$ cat src/rtl/pipe_ctrl_pkg.sv
// Shared types and constants for the pipeline stall/flush sequencer.
package pipe_ctrl_pkg;

    // Architectural zero register: writes to it never create a dependency.
    localparam logic [4:0] REG_ZERO  = 5'd0;

    // Default width of the performance counters.
    localparam int         CNT_W_DEF = 32;

    // Winning hazard for the current cycle, in priority order.
    typedef enum logic [2:0] {
        CAUSE_NONE = 3'd0,
        CAUSE_MEM  = 3'd1,
        CAUSE_MD   = 3'd2,
        CAUSE_BR   = 3'd3,
        CAUSE_LU   = 3'd4
    } cause_e;

    // True when an ID source operand depends on a non-x0 destination.
    function automatic logic reg_match(input logic [4:0] rd,
                                       input logic [4:0] rs,
                                       input logic       used);
        return used && (rd != REG_ZERO) && (rd == rs);
    endfunction

endpackage

$ cat src/rtl/pipeline_hazard_ctrl_sat_counter.sv
// Saturating up-counter with synchronous clear, async active-high reset.
module sat_counter #(
    parameter int W = 8
) (
    input  logic         clk,
    input  logic         rst,
    input  logic         inc,
    input  logic         clr,
    output logic [W-1:0] count
);

    localparam logic [W-1:0] CNT_MAX = {W{1'b1}};
    localparam logic [W-1:0] CNT_ONE = {{(W-1){1'b0}}, 1'b1};

    // Count up on inc, stick at all-ones, clear has priority over increment.
    always_ff @(posedge clk or posedge rst) begin
        if (rst) begin
            count <= {W{1'b0}};
        end else if (clr) begin
            count <= {W{1'b0}};
        end else if (inc && (count != CNT_MAX)) begin
            count <= count + CNT_ONE;
        end else begin
            count <= count;
        end
    end

endmodule

$ cat src/rtl/pipeline_hazard_ctrl.sv
// Stall/flush sequencer for the 5-stage pipeline: picks one hazard cause per
// cycle and decodes it into the pipeline-register enables and bubble controls.
module pipeline_hazard_ctrl
    import pipe_ctrl_pkg::*;
#(
    parameter int CNT_W      = CNT_W_DEF,
    parameter int MD_TIMEOUT = 64,
    parameter int TO_W       = 7
) (
    input  logic             clk,
    input  logic             rst,
    input  logic [4:0]       id_rs1,
    input  logic [4:0]       id_rs2,
    input  logic             id_rs1_used,
    input  logic             id_rs2_used,
    input  logic [4:0]       ex_rd,
    input  logic             ex_memread,
    input  logic             ex_branch_taken,
    input  logic             ex_muldiv_start,
    input  logic             muldiv_done,
    input  logic             dmem_req,
    input  logic             dmem_ready,
    output logic             pc_write,
    output logic             if_id_write,
    output logic             if_id_flush,
    output logic             id_ex_write,
    output logic             id_ex_bubble,
    output logic             ex_mem_write,
    output logic             ex_mem_bubble,
    output logic             mem_wb_bubble,
    output logic             md_busy,
    output logic             md_timeout,
    output logic [CNT_W-1:0] stall_count,
    output logic [CNT_W-1:0] flush_count
);

    localparam logic [TO_W-1:0] TO_LIMIT = TO_W'(MD_TIMEOUT - 1);

    logic            mem_stall_s;
    logic            md_stall_s;
    logic            load_use_s;
    logic            md_done_pend_r;
    logic [TO_W-1:0] md_cnt_s;
    logic            stall_inc_s;
    cause_e          cause_s;

    assign mem_stall_s = dmem_req && !dmem_ready;
    assign md_stall_s  = (ex_muldiv_start || md_busy) && !muldiv_done && !md_done_pend_r;
    assign load_use_s  = ex_memread &&
                         (reg_match(ex_rd, id_rs1, id_rs1_used) ||
                          reg_match(ex_rd, id_rs2, id_rs2_used));
    assign stall_inc_s = !pc_write && !rst;

    // Pick the single highest-priority hazard for this cycle.
    always_comb begin
        cause_s = CAUSE_NONE;
        if (mem_stall_s) begin
            cause_s = CAUSE_MEM;
        end else if (md_stall_s) begin
            cause_s = CAUSE_MD;
        end else if (ex_branch_taken) begin
            cause_s = CAUSE_BR;
        end else if (load_use_s) begin
            cause_s = CAUSE_LU;
        end else begin
            cause_s = CAUSE_NONE;
        end
    end

    // Decode the cause into stage enables; reset forces every stage to a NOP.
    always_comb begin
        pc_write      = 1'b1;
        if_id_write   = 1'b1;
        if_id_flush   = 1'b0;
        id_ex_write   = 1'b1;
        id_ex_bubble  = 1'b0;
        ex_mem_write  = 1'b1;
        ex_mem_bubble = 1'b0;
        mem_wb_bubble = 1'b0;
        if (rst) begin
            pc_write      = 1'b0;
            if_id_write   = 1'b0;
            if_id_flush   = 1'b1;
            id_ex_write   = 1'b0;
            id_ex_bubble  = 1'b1;
            ex_mem_write  = 1'b0;
            ex_mem_bubble = 1'b1;
            mem_wb_bubble = 1'b1;
        end else begin
            case (cause_s)
                CAUSE_MEM: begin
                    // Freeze everything up to EX/MEM; WB gets a bubble.
                    pc_write      = 1'b0;
                    if_id_write   = 1'b0;
                    id_ex_write   = 1'b0;
                    ex_mem_write  = 1'b0;
                    mem_wb_bubble = 1'b1;
                end
                CAUSE_MD: begin
                    // Hold front end and EX; MEM/WB keep draining.
                    pc_write      = 1'b0;
                    if_id_write   = 1'b0;
                    id_ex_write   = 1'b0;
                    ex_mem_bubble = 1'b1;
                end
                CAUSE_BR: begin
                    // Squash the two wrong-path instructions behind the branch.
                    pc_write      = 1'b1;
                    if_id_flush   = 1'b1;
                    id_ex_bubble  = 1'b1;
                end
                CAUSE_LU: begin
                    // Hold the consumer in ID for one cycle behind the load.
                    pc_write      = 1'b0;
                    if_id_write   = 1'b0;
                    id_ex_bubble  = 1'b1;
                end
                CAUSE_NONE: begin
                    pc_write      = 1'b1;
                end
                default: begin
                    pc_write      = 1'b1;
                end
            endcase
        end
    end

    // Track an in-flight mul/div; a result already latched as pending must
    // not re-arm tracking for the instruction still sitting in EX.
    always_ff @(posedge clk or posedge rst) begin
        if (rst) begin
            md_busy <= 1'b0;
        end else if (muldiv_done) begin
            md_busy <= 1'b0;
        end else if (ex_muldiv_start && !md_busy && !md_done_pend_r) begin
            md_busy <= 1'b1;
        end else begin
            md_busy <= md_busy;
        end
    end

    // Remember a mul/div completion that arrived while memory froze EX.
    always_ff @(posedge clk or posedge rst) begin
        if (rst) begin
            md_done_pend_r <= 1'b0;
        end else if (muldiv_done && mem_stall_s) begin
            md_done_pend_r <= 1'b1;
        end else if (!mem_stall_s) begin
            md_done_pend_r <= 1'b0;
        end else begin
            md_done_pend_r <= md_done_pend_r;
        end
    end

    // Sticky watchdog: mul/div has stalled EX for MD_TIMEOUT cycles in a row.
    always_ff @(posedge clk or posedge rst) begin
        if (rst) begin
            md_timeout <= 1'b0;
        end else if (md_stall_s && (md_cnt_s >= TO_LIMIT)) begin
            md_timeout <= 1'b1;
        end else begin
            md_timeout <= md_timeout;
        end
    end

    sat_counter #(.W(TO_W)) u_md_cnt (
        .clk   (clk),
        .rst   (rst),
        .inc   (md_stall_s),
        .clr   (!md_stall_s),
        .count (md_cnt_s)
    );

    sat_counter #(.W(CNT_W)) u_stall_cnt (
        .clk   (clk),
        .rst   (rst),
        .inc   (stall_inc_s),
        .clr   (1'b0),
        .count (stall_count)
    );

    sat_counter #(.W(CNT_W)) u_flush_cnt (
        .clk   (clk),
        .rst   (rst),
        .inc   (if_id_flush),
        .clr   (1'b0),
        .count (flush_count)
    );

endmodule
$ cat config.mk
export PLATFORM = sky130hd
export DESIGN_NAME = pipeline_hazard_ctrl
export DESIGN_NICKNAME = d
export VERILOG_FILES = /design/src/rtl/pipe_ctrl_pkg.sv /design/src/rtl/pipeline_hazard_ctrl_sat_counter.sv /design/src/rtl/pipeline_hazard_ctrl.sv
export SDC_FILE = /design/constraint.sdc
export NUM_CORES = 1
export LEC_CHECK = 0
export BUFFER_PORTS_ARGS = -buffer_cell sky130_fd_sc_hd__buf_4
export CORE_MARGIN = 10
export CORE_UTILIZATION = 58
export DETAILED_ROUTE_END_ITERATION = 6
export PLACE_DENSITY = 0.95
export SLEW_MARGIN = 20
export SYNTH_ARGS = -nofsm -noshare
export SYNTH_HDL_FRONTEND = slang
export SYNTH_HIERARCHICAL = 1
export SYNTH_SLANG_ARGS = --single-unit
$ cat constraint.sdc
create_clock -name clk -period 3.67 [get_ports clk]
set_input_delay 0.367 -clock clk [delete_from_list [all_inputs] [get_ports clk]]
set_output_delay 0.367 -clock clk [all_outputs]
set_load 0.02 [all_outputs]
==> run summary, run 1 <==
RR Endpoint = u_stall_cnt/count[27]
max-slew violations = 0
Port Buf Inserts = 98
largest net degree at the start of global routing = 31
Max stage delay on crit path = 550 ps
status = finished with violations
worst hold path cell count = 2
share of cells above drive strength 1 = 23.8%
HPWL after DPL = 8650 um
Clock transition at path regs = 70 ps
flops & latches, synth = 74
clk root buf = clkbuf_8
number of flops mapped to enable cells by yosys = 0
H-tree depth = 3
Crit Path Class = in2reg
post-CTS sizing = 0
crit share post-route = 87.2%
FF-to-FF path depth = 9
hold buffers post-CTS = 1
failing checks = DRC
hold path startpoint = muldiv_done
DR vias/cell = 6.39
clock sinks = 74
Max IR drop VDD = 0.171 mV
Final Wtd Congestion = 0.842
Synth Cell Area = 0.00424 mm^2
Die Wd = 105 um
crit start category = input pin
distinct cell type count of the synthesized netlist = 55
total power = 1.59 mW
Syn Inst Count = 456
setup_tns = 0 ps
Synth Flop Type = dfrtp_1
global-route wire length before repair = 19300 um
area grow syn2layout = 25.0%
crit path time final = 3200 ps
Critical Path Fanout Max = 15
highest clock rate = 0.312 GHz
crit path cell chain = dlygate4sd3_1 -> buf_4 -> or3_1 -> o22ai_1 -> nand4_1 -> nor3_1 -> o311ai_1 -> buf_4 -> or4_1 -> a21oi_1
DIE HEIGHT = 105 um
FF-to-FF Start = md_busy
Initial Utilization = 59.0%
crit-path most repeated cell = buf_4
Worst Hold Class = in2reg
final hold violation count = 0
detailed-route wire length per cell = 17.6 um
vias in the first global route = 4170
PwrDens = 301 mW/mm^2
total CTS buffers = 9
global-route usage over all layers = 20.3%
r2r setup slk = 790 ps
CP required = 3930 ps
Post-Synthesis Mean Instance Area = 9.29 um^2
hold endpoint = md_busy
total die area = 0.0111 mm^2
NumNets Final = 594
Pleak = 2.25 nW
initial antenna violation count = 0
skew final = 8.28 ps
core area = 0.00718 mm^2
number of max-cap violations = 0
WP data arrival = 3460 ps
1st-iter DRT viols = 319
io pins = 99
Seq/Total Area, Yosys = 43.7%
final wirelength = 11800 um
Antenna Cells = 0
ANT nets after route = 0
asr flop ratio synth = 100%
DRT Pass-1 Iters = 7
Fin Hold WS = 231 ps
gr ovfl total = 0
Final Cell Area = 0.00530 mm^2
setup repair bufs after CTS = 0
RSZ-0062 raised after global routing = no
Worst-Margin Slew = 838 ps
CP max-delay cell = dlygate4sd3_1
# DRC = 1
TritonCTS clock tree = yes
vias after detailed routing = 4283
CP Capture Type = register
DP Area = 0.00509 mm^2
slew margin rel. = 43.5%
Clk Latency, worst-skew pair = 340 ps
final setup vio count = 0
std cell rows = 31
Synth Warn # = 6
CTS Buffer Depth = 2
-- sequential cells by signal (all words and copies together) (netlist names) --
signal             flops
md_timeout             1
md_busy                1
md_done_pend_r         1
u_stall_cnt/count     32
u_md_cnt/count         7
u_flush_cnt/count     32
-- through the flow --
| stage | util, % | setup slack [ps] | instances |
|---|---|---|---|
| after global placement | 71.0 | 746 | 653 |
| after global routing | 73.8 | 349 | 670 |
| after detailed placement | 71.0 | 565 | 653 |
| after CTS | 73.6 | 593 | 670 |
| final | 73.8 | 468 | 670 |
| after floorplan | - | 1080 | 465 |
-- synthesized netlist by cell type, types with 3 or more instances --
| cell | count | area [um^2] |
|---|---|---|
| and3_1 | 7 | 43.8 |
| o31ai_1 | 31 | 233 |
| nand2_1 | 25 | 93.8 |
| clkbuf_1 | 8 | 30.0 |
| nor4_1 | 7 | 43.8 |
| nor2_1 | 19 | 71.3 |
| nand4_1 | 14 | 87.6 |
| mux2i_1 | 3 | 30.0 |
| nand2b_1 | 3 | 18.8 |
| and4_1 | 10 | 87.6 |
| nor2b_1 | 3 | 18.8 |
| or4_1 | 29 | 218 |
| a21oi_1 | 57 | 285 |
| xor2_1 | 10 | 87.6 |
| o31a_1 | 3 | 26.3 |
| inv_1 | 23 | 86.3 |
| o21ai_0 | 27 | 135 |
| or3_1 | 25 | 156 |
| ha_1 | 3 | 37.5 |
| dfrtp_1 | 74 | 1850 |
| xnor2_1 | 6 | 52.6 |
| nand3_1 | 20 | 100 |
-- where the power goes --
part           internal, mW  switching [mW]
registers             0.824          0.0109
logic                0.0625          0.0956
clock network         0.314           0.288
-- worst max-delay path by stage --
| stage | end | slack [ps] | from | cells past startpoint |
|---|---|---|---|---|
| 2_1_floorplan | u_stall_cnt/count[19] | 1080 | ex_rd[3] | 10 |
| 3_3_place_gp | u_stall_cnt/count[27] | 750 | ex_rd[3] | 11 |
| 3_5_place_dp | u_stall_cnt/count[27] | 560 | ex_rd[3] | 11 |
| 4_1_cts | u_stall_cnt/count[27] | 590 | rst | 10 |
| 5_1_grt | u_stall_cnt/count[27] | 350 | rst | 10 |
| 6_report | u_stall_cnt/count[27] | 470 | rst | 10 |
-- critical path: cells and delay by family --
family / cells / cell delay [ps]
and+or+nand+nor: 4 / 1530
buffers and inverters: 3 / 930
AOI/OAI and AO/OA: 3 / 620
-- kinds of logic (layout without fill, tap and decap cells) --
kind of cell	Yosys count	in the layout	share of synthesized area, %
AND/OR/NAND/NOR	177	177	25.4
AO/OA/AOI/OAI	143	143	21.4
flip-flops	74	74	43.7
buffers and inverters	37	143	3.78
XOR/XNOR	16	16	3.31
multiplexers	5	5	1.42
adder cells (fa/ha/maj)	3	3	0.886
other	1	10	0.0885
-- metal layers --
layer | GRT usage, % | vias to the layer above | share of wire, %
li1 | - | 1985 | -
met1 | 23.7 | 2056 | 40
met2 | 35.0 | 214 | 51
met3 | 5.30 | 28 | 7.8
met4 | 7.65 | 0 | 1.8
met5 | 0 | - | 0
-- placed cells by master (no fill, tap or decap), drive strengths merged, types with 2 or more instances in the layout --
| cell type | instances |
|---|---|
| o41ai | 4 |
| or3 | 27 |
| o311ai | 4 |
| a211oi | 2 |
| and3 | 7 |
| dfrtp | 74 |
| clkbuf | 13 |
| mux2i | 3 |
| o31ai | 31 |
| nor4 | 8 |
| nor3 | 2 |
| nand4 | 16 |
| or4 | 31 |
| nand2 | 25 |
| ha | 3 |
| xor2 | 10 |
| mux2 | 2 |
| nor2 | 19 |
| and2 | 4 |
| o21ai | 29 |
| nand2b | 3 |
| o21ba | 2 |
| nor2b | 3 |
| conb | 10 |
| clkinv | 2 |
| and4 | 11 |
| o31a | 3 |
| inv | 23 |
| xnor2 | 6 |
| o211a | 2 |
| nand3 | 20 |
| buf | 103 |
| a21oi | 58 |
-- area by class of cell --
class | instances | area [um^2]
Multi-Input combinational cell | 354 | 2270
Fill cell | 529 | 1880
Sequential cell | 74 | 1850
Timing Repair Buffer | 104 | 783
Clock buffer | 13 | 139
Tap cell | 99 | 124
Inverter | 23 | 86.3
Clock inverter | 3 | 40.0
(Power assumes the default switching activity.)
==> run 2: changes to the inputs <==
--- a/config.mk
+++ b/config.mk
@@ -7,9 +7,10 @@
 export LEC_CHECK = 0
 export BUFFER_PORTS_ARGS = -buffer_cell sky130_fd_sc_hd__buf_4
 export CORE_MARGIN = 10
-export CORE_UTILIZATION = 58
+export CORE_UTILIZATION = 54
 export DETAILED_ROUTE_END_ITERATION = 6
-export PLACE_DENSITY = 0.95
+export PLACE_DENSITY = 0.91
+export SETUP_SLACK_MARGIN = 0.2
 export SLEW_MARGIN = 20
 export SYNTH_ARGS = -nofsm -noshare
 export SYNTH_HDL_FRONTEND = slang
==> constraint.sdc (replaced) <==
create_clock -name clk -period 3.2 [get_ports clk]
set_input_delay 0.32 -clock clk [delete_from_list [all_inputs] [get_ports clk]]
set_output_delay 0.32 -clock clk [all_outputs]
set_load 0.02 [all_outputs]
==> run summary, run 2 (synthesized netlist as in run 1, its figures left out) <==
DR vias/cell = 6.28 (-1.7%)
HPWL after DPL = 8710 um (+0.60%)
Worst Hold Class = in2reg
number of max-cap violations = 0 (unchanged)
initial antenna violation count = 0 (unchanged)
gr ovfl total = 0 (unchanged)
Max IR drop VDD = 0.247 mV (+44%)
NumNets Final = 597 (+0.51%)
vias in the first global route = 3917 (-6.1%)
# DRC = 0 (-1)
Pleak = 2.29 nW (+1.8%)
slew margin rel. = 41.3% (-2.2 points)
skew final = 13.6 ps (+5.33 ps)
vias after detailed routing = 4240 (-1.0%)
Clk Latency, worst-skew pair = 350 ps (about the same)
Worst-Margin Slew = 873 ps (+34.6 ps)
total CTS buffers = 9 (unchanged)
TritonCTS clock tree = yes
clk root buf = clkbuf_8
WP data arrival = 3240 ps (-220 ps)
setup_tns = 0 ps (unchanged)
DRT Pass-1 Iters = 5 (-2)
Port Buf Inserts = 98 (unchanged)
commonest cells after routing, fill and taps aside = buf_4, dfrtp_1, a21oi_1
Clock transition at path regs = 80 ps (about the same)
CTS Buffer Depth = 2 (unchanged)
Sw Pwr = 0.464 mW (+18%)
crit start category = input pin
1st-iter DRT viols = 258 (-19%)
DIE HEIGHT = 109 um (+2.9%)
commonest non-fill, non-tap cell in the layout = buf_4
io pins = 99 (unchanged)
top flop regs = u_flush_cnt/count: 32 flops, u_stall_cnt/count: 32 flops, u_md_cnt/count: 7 flops
clock sinks = 74 (unchanged)
global-route wire length before repair = 18900 um (-2.3%)
total die area = 0.0118 mm^2 (+6.0%)
final wirelength = 11800 um (about the same)
Final Wtd Congestion = 0.854 (+1.5%)
RSZ-0062 raised after global routing = no
r2r setup slk = 450 ps (-340 ps)
global-route usage over all layers = 19.3% (-0.99 points)
std cell rows = 32 (+3.2%)
Initial Utilization = 55.1% (-3.9 points)
ANT nets after route = 0 (unchanged)
CP Capture Type = register
clock share of power = 42.9% (+5.2 points)
part of the power in registers = 48.0% (-4.4 points)
final setup vio count = 0 (unchanged)
highest clock rate = 0.336 GHz
status = complete, no violations
Antenna Cells = 0 (unchanged)
Crit Path Class = in2reg
crit share post-route = 93.1%
max-slew violations = 0 (unchanged)
Sw Ratio = 23.3% (-1.5 points)
largest net degree at the start of global routing = 33 (+6.5%)
crit path time final = 2980 ps
Pint = 1.53 mW (+28%)
area grow syn2layout = 27.2%
CP required = 3460 ps (-470 ps)
Finished Core Util = 70.1% (-3.7 points)
detailed-route wire length per cell = 17.4 um (-0.81%)
PwrDens = 370 mW/mm^2 (+23%)
Logic pwr share = 9.1% (-0.8 points)
H-tree depth = 3 (unchanged)
core area = 0.00769 mm^2 (+7.1%)
final hold violation count = 0 (unchanged)
Critical Path Fanout Max = 15 (unchanged)
share of cells above drive strength 1 = 24.6% (+0.79 points)
Die Wd = 109 um (+2.9%)
run 2: cell types whose count changed in the layout (fill, tap and decap cells not counted), moves of 2 or more:
cell       before  now
buf_4         103  106
clkbuf_1        4    1
bufinv_16       1    3
inv_1          21   23
inv_2           2    0
run 2: worst paths after layout:
path | depth (start not counted) | endpoint | start
max in group asynchronous | 4 | u_flush_cnt/count[25] | rst
min | 2 | md_busy | muldiv_done
max reg2reg | 10 | u_flush_cnt/count[27] | md_busy
min reg2reg | 1 | md_timeout | md_timeout
max | 10 | u_stall_cnt/count[27] | rst
min in group asynchronous | 3 | md_busy | rst
run 2: critical path, stage by stage:
cell	delay, ps
dlygate4sd3_1	540
buf_4	160
or3_1	370
o22ai_2	210
nand4_1	310
nor3_2	310
o311ai_1	140
buf_4	200
or4_1	510
a21oi_1	160
run 2: layout make-up:
cell class,count,area (um^2)
Sequential cell,74,1850
Clock inverter,5,104
Clock buffer,10,128
Timing Repair Buffer,107,806
Fill cell,583,2300
Multi-Input combinational cell,354,2280
Inverter,23,86.3
Tap cell,102,128
run 2: power by group through the flow:
stage                     combinational (mW)  sequential (mW)  clock, mW
final                                  0.181            0.957      0.857
after global routing                   0.199            0.959      0.906
after CTS                              0.177            0.957      0.869
after detailed placement               0.176            0.975          0
after global placement                 0.170            0.975          0
after floorplan                       0.0916            0.982          0
run 2: through the flow:
stage               cells  worst slack (ps)  total power [mW]  hold WS (ps)  instance area (um^2)
floorplan             465               653              1.07          95.9                  4270
global placement      656               297              1.14           291                  5100
detailed placement    656               229              1.15           297                  5100
CTS                   672               259              2.00           186                  5340
global route          675               127              2.06           191                  5390
finish                675               221              1.99           195                  5390
run 2: what timing repair did:
item,CTS,global route
hold endpoints to repair,10,0
gates resized for setup,0,2
setup endpoints to repair,0,11
buffers inserted,0,3
hold buffers,1,0
run 2: per-layer routing:
metal	wire (um)	GRT usage, %	vias to the layer above
met2	5960	33.1	167
met4	223	7.16	0
met3	794	4.05	25
met5	0	0	-
li1	-	-	1991
met1	4790	23.4	2057
